<file path="src/rtl/tinyalu_pkg.sv">
// rtl/tinyalu_pkg.sv - shared opcode/state types and constants for the alu593 core
package tinyalu_pkg;

  typedef enum logic [2:0] {
    ALU_NOP  = 3'b000,
    ALU_ADD  = 3'b001,
    ALU_AND  = 3'b010,
    ALU_XOR  = 3'b011,
    ALU_MUL  = 3'b100,
    ALU_ILL5 = 3'b101,
    ALU_ILL6 = 3'b110,
    ALU_RST  = 3'b111
  } alu_opcode_t;

  localparam logic [7:0] HALT_BYTE = 8'hFF;

  typedef enum logic [2:0] {
    IU_IDLE,
    IU_FETCH_OP,
    IU_FETCH_A,
    IU_FETCH_B,
    IU_EXEC,
    IU_WAIT_ALU,
    IU_STORE,
    IU_HALTED
  } iu_state_t;

  // Only the arithmetic/logic opcodes produce a result that is written back.
  function automatic logic op_stores(input alu_opcode_t op);
    return (op inside {ALU_ADD, ALU_AND, ALU_XOR, ALU_MUL});
  endfunction

endpackage

</file>
<file path="src/rtl/ALU593.sv">
// rtl/ALU593.sv - 8-bit ALU with single-cycle logic ops and a 3-cycle multiply
module ALU593
  import tinyalu_pkg::*;
(
  input  logic        clk,
  input  logic        reset_n,
  input  logic        start,
  input  logic [7:0]  A,
  input  logic [7:0]  B,
  input  alu_opcode_t op,
  output logic        done,
  output logic        error,
  output logic [15:0] alu_result
);

  logic       busy;
  logic [1:0] cnt;
  logic [7:0] a_q;
  logic [7:0] b_q;

  // Operation sequencing: short ops finish on the cycle after start, multiply counts down two more.
  always_ff @(posedge clk or negedge reset_n) begin
    if (!reset_n) begin
      busy       <= 1'b0;
      cnt        <= 2'd0;
      a_q        <= 8'd0;
      b_q        <= 8'd0;
      done       <= 1'b0;
      error      <= 1'b0;
      alu_result <= 16'd0;
    end else begin
      done  <= 1'b0;
      error <= 1'b0;
      if (busy) begin
        if (cnt == 2'd1) begin
          busy       <= 1'b0;
          done       <= 1'b1;
          alu_result <= {8'd0, a_q} * {8'd0, b_q};
        end
        cnt <= cnt - 2'd1;
      end else if (start) begin
        a_q <= A;
        b_q <= B;
        case (op)
          ALU_ADD: begin
            done       <= 1'b1;
            alu_result <= {7'd0, {1'b0, A} + {1'b0, B}};
          end
          ALU_AND: begin
            done       <= 1'b1;
            alu_result <= {8'd0, A & B};
          end
          ALU_XOR: begin
            done       <= 1'b1;
            alu_result <= {8'd0, A ^ B};
          end
          ALU_MUL: begin
            busy <= 1'b1;
            cnt  <= 2'd2;
          end
          ALU_RST: begin
            done       <= 1'b1;
            alu_result <= 16'd0;
          end
          ALU_ILL5, ALU_ILL6: begin
            done  <= 1'b1;
            error <= 1'b1;
          end
          default: done <= 1'b1;
        endcase
      end
    end
  end

endmodule

</file>
<file path="src/rtl/instructionUnit.sv">
// rtl/instructionUnit.sv - fetch/execute/store sequencer driving the ALU and memory interface
module instructionUnit
  import tinyalu_pkg::*;
#(
  parameter logic [13:0] PROG_BASE = 14'h0000,
  parameter logic [13:0] RES_BASE  = 14'h2000
) (
  input  logic        clk,
  input  logic        reset_n,
  input  logic        done,
  input  logic [15:0] alu_result,
  input  logic [7:0]  datatoinst,
  input  logic        mem_done,
  output logic        start,
  output logic [7:0]  A,
  output logic [7:0]  B,
  output alu_opcode_t op,
  output logic        load,
  output logic        store,
  output logic [13:0] addr,
  output logic [15:0] result
);

  iu_state_t   state, state_d;
  logic        pending;
  logic [13:0] pc;
  logic [13:0] rp;

  assign result = alu_result;

  // State register.
  always_ff @(posedge clk or negedge reset_n) begin
    if (!reset_n) state <= IU_IDLE;
    else          state <= state_d;
  end

  // Next state and request pulses; a request is pulsed only while nothing is outstanding.
  always_comb begin
    state_d = state;
    start   = 1'b0;
    load    = 1'b0;
    store   = 1'b0;
    addr    = pc;
    case (state)
      IU_IDLE: state_d = IU_FETCH_OP;
      IU_FETCH_OP: begin
        load = !pending;
        if (mem_done) state_d = (datatoinst == HALT_BYTE) ? IU_HALTED : IU_FETCH_A;
      end
      IU_FETCH_A: begin
        load = !pending;
        if (mem_done) state_d = IU_FETCH_B;
      end
      IU_FETCH_B: begin
        load = !pending;
        if (mem_done) state_d = (op == ALU_NOP) ? IU_FETCH_OP : IU_EXEC;
      end
      IU_EXEC: begin
        start   = 1'b1;
        state_d = IU_WAIT_ALU;
      end
      IU_WAIT_ALU: begin
        if (done) state_d = op_stores(op) ? IU_STORE : IU_FETCH_OP;
      end
      IU_STORE: begin
        addr  = rp;
        store = !pending;
        if (mem_done) state_d = IU_FETCH_OP;
      end
      IU_HALTED: state_d = IU_HALTED;
      default:   state_d = IU_IDLE;
    endcase
  end

  // Pointers, operand capture and outstanding-request tracking.
  always_ff @(posedge clk or negedge reset_n) begin
    if (!reset_n) begin
      pending <= 1'b0;
      pc      <= 14'd0;
      rp      <= 14'd0;
      op      <= ALU_NOP;
      A       <= 8'd0;
      B       <= 8'd0;
    end else begin
      if (mem_done)           pending <= 1'b0;
      else if (load || store) pending <= 1'b1;
      if (state == IU_IDLE) begin
        pc <= PROG_BASE;
        rp <= RES_BASE;
      end
      if (mem_done) begin
        case (state)
          IU_FETCH_OP: if (datatoinst != HALT_BYTE) begin
            op <= alu_opcode_t'(datatoinst[2:0]);
            pc <= pc + 14'd1;
          end
          IU_FETCH_A: begin
            A  <= datatoinst;
            pc <= pc + 14'd1;
          end
          IU_FETCH_B: begin
            B  <= datatoinst;
            pc <= pc + 14'd1;
          end
          IU_STORE: rp <= rp + 14'd1;
          default: ;
        endcase
      end
    end
  end

endmodule

</file>
<file path="src/rtl/memInerf.sv">
// rtl/memInerf.sv - single-outstanding request/response bridge to the SRAM port
module memInerf (
  input  logic        clk,
  input  logic        reset_n,
  input  logic        load,
  input  logic        store,
  input  logic [13:0] addr,
  input  logic [15:0] result,
  input  logic        mem_resp,
  input  logic [7:0]  datafrommem,
  output logic        read_req,
  output logic        write_req,
  output logic [13:0] addrout,
  output logic [15:0] datatomem,
  output logic [7:0]  datatoinst,
  output logic        mem_done
);

  // Issue a request from an idle state, hold it until the SRAM responds, then pulse mem_done.
  always_ff @(posedge clk or negedge reset_n) begin
    if (!reset_n) begin
      read_req   <= 1'b0;
      write_req  <= 1'b0;
      addrout    <= 14'd0;
      datatomem  <= 16'd0;
      datatoinst <= 8'd0;
      mem_done   <= 1'b0;
    end else begin
      mem_done <= 1'b0;
      if (!read_req && !write_req) begin
        if (load) begin
          read_req <= 1'b1;
          addrout  <= addr;
        end else if (store) begin
          write_req <= 1'b1;
          addrout   <= addr;
          datatomem <= result;
        end
      end else if (mem_resp) begin
        if (read_req) datatoinst <= datafrommem;
        read_req  <= 1'b0;
        write_req <= 1'b0;
        mem_done  <= 1'b1;
      end
    end
  end

endmodule

</file>
<file path="src/rtl/alu593_iu_mif_core.sv">
// rtl/alu593_iu_mif_core.sv - core top joining the ALU, instruction unit and memory interface
module alu593_iu_mif_core
  import tinyalu_pkg::*;
#(
  parameter logic [13:0] PROG_BASE = 14'h0000,
  parameter logic [13:0] RES_BASE  = 14'h2000
) (
  input  logic        clk,
  input  logic        reset_n,
  input  logic        mem_resp,
  input  logic [7:0]  datafrommem,
  output logic        read_req,
  output logic        write_req,
  output logic [13:0] addrout,
  output logic [15:0] datatomem,
  output logic        error
);

  logic        start;
  logic        done;
  logic [7:0]  a;
  logic [7:0]  b;
  alu_opcode_t op;
  logic [15:0] alu_result;
  logic        load;
  logic        store;
  logic [13:0] addr;
  logic [15:0] result;
  logic [7:0]  datatoinst;
  logic        mem_done;

  ALU593 u_alu (
    .clk        (clk),
    .reset_n    (reset_n),
    .start      (start),
    .A          (a),
    .B          (b),
    .op         (op),
    .done       (done),
    .error      (error),
    .alu_result (alu_result)
  );

  instructionUnit #(
    .PROG_BASE (PROG_BASE),
    .RES_BASE  (RES_BASE)
  ) u_iu (
    .clk        (clk),
    .reset_n    (reset_n),
    .done       (done),
    .alu_result (alu_result),
    .datatoinst (datatoinst),
    .mem_done   (mem_done),
    .start      (start),
    .A          (a),
    .B          (b),
    .op         (op),
    .load       (load),
    .store      (store),
    .addr       (addr),
    .result     (result)
  );

  memInerf u_mif (
    .clk         (clk),
    .reset_n     (reset_n),
    .load        (load),
    .store       (store),
    .addr        (addr),
    .result      (result),
    .mem_resp    (mem_resp),
    .datafrommem (datafrommem),
    .read_req    (read_req),
    .write_req   (write_req),
    .addrout     (addrout),
    .datatomem   (datatomem),
    .datatoinst  (datatoinst),
    .mem_done    (mem_done)
  );

endmodule

</file>
<file path="config.mk">
export PLATFORM = sky130hd
export DESIGN_NAME = alu593_iu_mif_core
export DESIGN_NICKNAME = d
export VERILOG_FILES = /design/src/rtl/tinyalu_pkg.sv /design/src/rtl/ALU593.sv /design/src/rtl/instructionUnit.sv /design/src/rtl/memInerf.sv /design/src/rtl/alu593_iu_mif_core.sv
export SDC_FILE = /design/constraint.sdc
export NUM_CORES = 1
export LEC_CHECK = 0
export CAP_MARGIN = 10
export CORE_MARGIN = 8
export CORE_UTILIZATION = 55
export DETAILED_ROUTE_END_ITERATION = 10
export PLACE_DENSITY = 0.76
export SLEW_MARGIN = 20
export SYNTH_ARGS = -nofsm -noshare
export SYNTH_HDL_FRONTEND = slang
export SYNTH_SLANG_ARGS = --single-unit
</file>
<file path="constraint.sdc">
create_clock -name clk -period 5.71 [get_ports clk]
set_input_delay 0.571 -clock clk [delete_from_list [all_inputs] [get_ports clk]]
set_output_delay 0.571 -clock clk [all_outputs]
set_load 0.005 [all_outputs]
</file>
==> results.toml <==
[clocking]
cts_buffers = 17
htree_num_levels = 4
max-clock-path-buffers = 2
worst_setup_hold_path_clk_slew_ns = 0.06
post_cts.resized_instances = 0
holdBufCountCts = 0
worst_skew_pair.late_latency_ns = 0.43
clock_tree_from_tritoncts = "built"
cts-root-buf = "sky130_fd_sc_hd__clkbuf_16"
cts.sink_count = 129
cts_post_setup_buffers_inserted = 0

[global_route]
maximum_number_of_pins_on_one_net_before_global_route_repair = 75
wire_length_of_the_first_global_routing_pass_um = 31010
gr-total-overflow = 0
first_global_vias = 6104
antenna_found_initial = 1
groute.usage.overall_pct = 21.13

[sta]
max_freq_mhz = 218.9
rsz0062_at_grt = "false"
timing.max_slew.rel_slack_pct = 31.06
worst_pin_slew_ns = 1.034
slew_violations = 0
clock-skew-final_ns = 0.007306
finalCriticalPeriod_ns = 4.569
layout_worst_path_cycle_share_pct = 80.02
timing.final.ws_setup_ns = 1.141
totalNegativeSetupSlack_ns = 0
number_of_setup_violations_in_the_final_report = 0
finalHoldViolCount = 0

[final_layout]
post_route_cells_drive_above_1_share_pct = 12.00
layout.cell_area.non_filler_um2 = 9235
num-nets-final = 926
fillers = 1152
finish.cell_count_without_fillers = 1026
area_growth_pct = 12.96
antenna_cells = 0

[pwr]
power.density_nw_per_um2 = 421.2
ir_worst_vdd_mv = 0.2713
clock_power_share_pct = 25.0
total_power_uw = 3890
netSwitchingPower_uw = 1516
swShare_pct = 38.97
proportion_of_power_drawn_by_flip_flops_and_latches_pct = 38.8
power.internal_uw = 2374
leak_pwr_uw = 0.004495
comb_power_share_pct = 36.2

[placement]
placement.cell_area_um2 = 8713
place_inst = 996
count_of_input_and_output_buffers = 43
detailed_place_hpwl_um = 14060
dpl_worst_slack_ns = 1.226
gp_routability_congestion = 0.9040

[logic_synthesis]
syn_area_um2 = 8175
synthCells = 795
post_synth_main_area_contributors = "sky130_fd_sc_hd__dfrtp_1 39%, sky130_fd_sc_hd__fa_1 9.1%, sky130_fd_sc_hd__ha_1 7.2%"
synth_area_per_cell_um2 = 10.28
synth.cells.most_frequent = "129 x sky130_fd_sc_hd__dfrtp_1, 68 x sky130_fd_sc_hd__nand2_1, 62 x sky130_fd_sc_hd__o21ai_0"
postSynthNetCount = 890
postSynth.asyncResetShare_pct = 100.0
ys.flop_type = "sky130_fd_sc_hd__dfrtp_1"
post-synth-top-area-cell = "sky130_fd_sc_hd__dfrtp_1"
ys_types = 59
synth_enable_flop_cells = 0
ys.warnings.count = 0
ys_seq_area_share_pct = 39.49
synth.most_common_cell = "sky130_fd_sc_hd__dfrtp_1"
synth_top_cell_area_share_pct = 39.49
postSynthRegisterBits = 129

[critical_path]
startpoint_type = "register"
timing_worst_setup_path_type = "register to register"
cp.required_ns = 5.99
cp_max_fo = 9
worst_ep_arrival_time_ns = 4.85
timing.critical_path.to_type = "register"

[floorplan]
placement_rows = 44
floorplan.initialDensity_pct = 56.25
die-height_um = 137.9
fp.dieArea_um2 = 19020
ios = 44
die_w_um = 137.9
core_area_um2 = 14530

[drt]
routedWlPerCell_um = 18.25
detail_route.vias_per_cell = 5.827
detailedRoute.firstPassIterationCount = 5
num_vias = 5979
post-route-drc-count = 0
totalWireLength_um = 18720
ant_nets = 0
drt_iter0_markers = 367

[run]
total_of_max_cap_violations = 0

[run_status]
outcome = "completed"

[worst_hold_path]
hold_path_class = "primary input to async pin"
[stage by stage]
step / util (%) / hold WS [ns]
after floorplan: - / 0.2754
after global placement: 59.95 / 0.4704
after detailed placement: 59.95 / 0.4734
after CTS: 63.54 / 0.2126
after global routing: 63.54 / 0.2350
final: 63.54 / 0.1835
[final timing paths]
check	start	endpoint	slack (ns)	cells past startpoint
min in group clk	u_mif.addrout[6]$_DFFE_PN0P_	u_mif.addrout[6]$_DFFE_PN0P_	0.48	2
worst max register to register	u_alu.b_q[4]$_DFFE_PN0P_	u_alu.alu_result[7]$_DFFE_PN0P_	1.14	14
worst max-delay path	u_alu.b_q[4]$_DFFE_PN0P_	u_alu.alu_result[7]$_DFFE_PN0P_	1.14	14
max in group asynchronous	reset_n	u_iu.A[0]$_DFFE_PN0P_	4.11	2
worst min-delay path	reset_n	u_mif.datatomem[14]$_DFFE_PN0P_	0.18	1
worst min register to register	u_mif.addrout[6]$_DFFE_PN0P_	u_mif.addrout[6]$_DFFE_PN0P_	0.48	2
[state kept, by name, summed over array words and instances (netlist names)]
signal / count
u_mif.write_req: 1
u_alu.b_q: 8
u_iu.state: 3
u_iu.rp: 14
u_iu.op: 3
u_alu.done: 1
u_mif.datatoinst: 8
u_mif.read_req: 1
u_mif.mem_done: 1
u_iu.B: 8
u_alu.error: 1
u_alu.alu_result: 16
u_iu.A: 8
u_iu.pc: 14
u_alu.cnt: 2
u_mif.addrout: 14
u_alu.busy: 1
u_iu.pending: 1
u_alu.a_q: 8
u_mif.datatomem: 16
[critical path, stage by stage (launching register included)]
cell and delay (ns):
sky130_fd_sc_hd__dfrtp_1 0.47, sky130_fd_sc_hd__and2_1 0.21, sky130_fd_sc_hd__fa_1 0.48, sky130_fd_sc_hd__fa_1 0.49
sky130_fd_sc_hd__ha_1 0.29, sky130_fd_sc_hd__inv_1 0.05, sky130_fd_sc_hd__fa_1 0.53, sky130_fd_sc_hd__inv_1 0.04
sky130_fd_sc_hd__ha_1 0.34, sky130_fd_sc_hd__nor2b_1 0.18, sky130_fd_sc_hd__or2_2 0.29, sky130_fd_sc_hd__a21oi_1 0.18
sky130_fd_sc_hd__xnor2_1 0.14, sky130_fd_sc_hd__a221oi_1 0.59, sky130_fd_sc_hd__a21oi_1 0.15
[power groups by stage]
| stage | clock [uW] | combinational (uW) | sequential [uW] |
|---|---|---|---|
| floorplan | 0 | 1090 | 1330 |
| CTS | 988 | 1420 | 1500 |
| finish | 973 | 1410 | 1510 |
| global placement | 0 | 1360 | 1500 |
| detailed placement | 0 | 1410 | 1520 |
| global route | 1030 | 1570 | 1550 |
[cell families (layout without fill, tap and decap cells)]
| kind of cell | Yosys count | in the layout | share of synthesized area [%] |
|---|---|---|---|
| buffers and inverters | 91 | 138 | 4.652 |
| AND/OR/NAND/NOR | 241 | 241 | 15.09 |
| flip-flops | 129 | 129 | 39.49 |
| AO/OA/AOI/OAI | 143 | 143 | 10.38 |
| XOR/XNOR | 19 | 19 | 2.036 |
| adder cells (fa/ha/maj) | 84 | 84 | 16.25 |
| multiplexers | 88 | 88 | 12.11 |
[layer usage]
layer	part of all wire, %	track usage [%]	wire (um)
met1	46	27.50	8520
met4	2.2	8.179	419
met5	0.048	0	9
met2	48	33.74	9064
met3	3.8	4.746	707
[placed cells by master, fill, tap and decap left out, types with 3 or more instances in the layout]
master	instances
sky130_fd_sc_hd__nand3_1	19
sky130_fd_sc_hd__dfrtp_1	129
sky130_fd_sc_hd__a21o_1	7
sky130_fd_sc_hd__xor2_1	11
sky130_fd_sc_hd__nand2b_1	6
sky130_fd_sc_hd__a22o_1	3
sky130_fd_sc_hd__o22ai_1	3
sky130_fd_sc_hd__a211oi_1	4
sky130_fd_sc_hd__fa_1	37
sky130_fd_sc_hd__o21bai_1	4
sky130_fd_sc_hd__and3_1	7
sky130_fd_sc_hd__a31oi_1	3
sky130_fd_sc_hd__o21ai_1	4
sky130_fd_sc_hd__mux2_2	51
sky130_fd_sc_hd__and2_1	52
sky130_fd_sc_hd__nand4_1	11
sky130_fd_sc_hd__mux2i_1	28
sky130_fd_sc_hd__mux2_4	9
sky130_fd_sc_hd__clkdlybuf4s50_1	42
sky130_fd_sc_hd__o21a_1	4
sky130_fd_sc_hd__or4_1	3
sky130_fd_sc_hd__nor3_1	6
sky130_fd_sc_hd__nor2_1	44
sky130_fd_sc_hd__nand2_1	68
sky130_fd_sc_hd__nor2b_1	5
sky130_fd_sc_hd__clkbuf_1	3
sky130_fd_sc_hd__ha_1	47
sky130_fd_sc_hd__clkbuf_16	17
sky130_fd_sc_hd__inv_1	61
sky130_fd_sc_hd__a21oi_1	31
sky130_fd_sc_hd__buf_4	4
sky130_fd_sc_hd__or2_2	3
sky130_fd_sc_hd__clkinvlp_4	4
sky130_fd_sc_hd__xnor2_1	8
sky130_fd_sc_hd__o21ai_0	62
[cell type report]
cell class,count,area [um2],share of cell area (%)
Clock buffer,22,464.2,5.026
Clock inverter,8,57.56,0.6232
Inverter,62,232.7,2.520
Multi-Input combinational cell,575,4572,49.51
Sequential cell,129,3228,34.95
Tap cell,184,230.2,2.493
Timing Repair Buffer,46,450.4,4.877
Power figures use the tool's default switching activity.
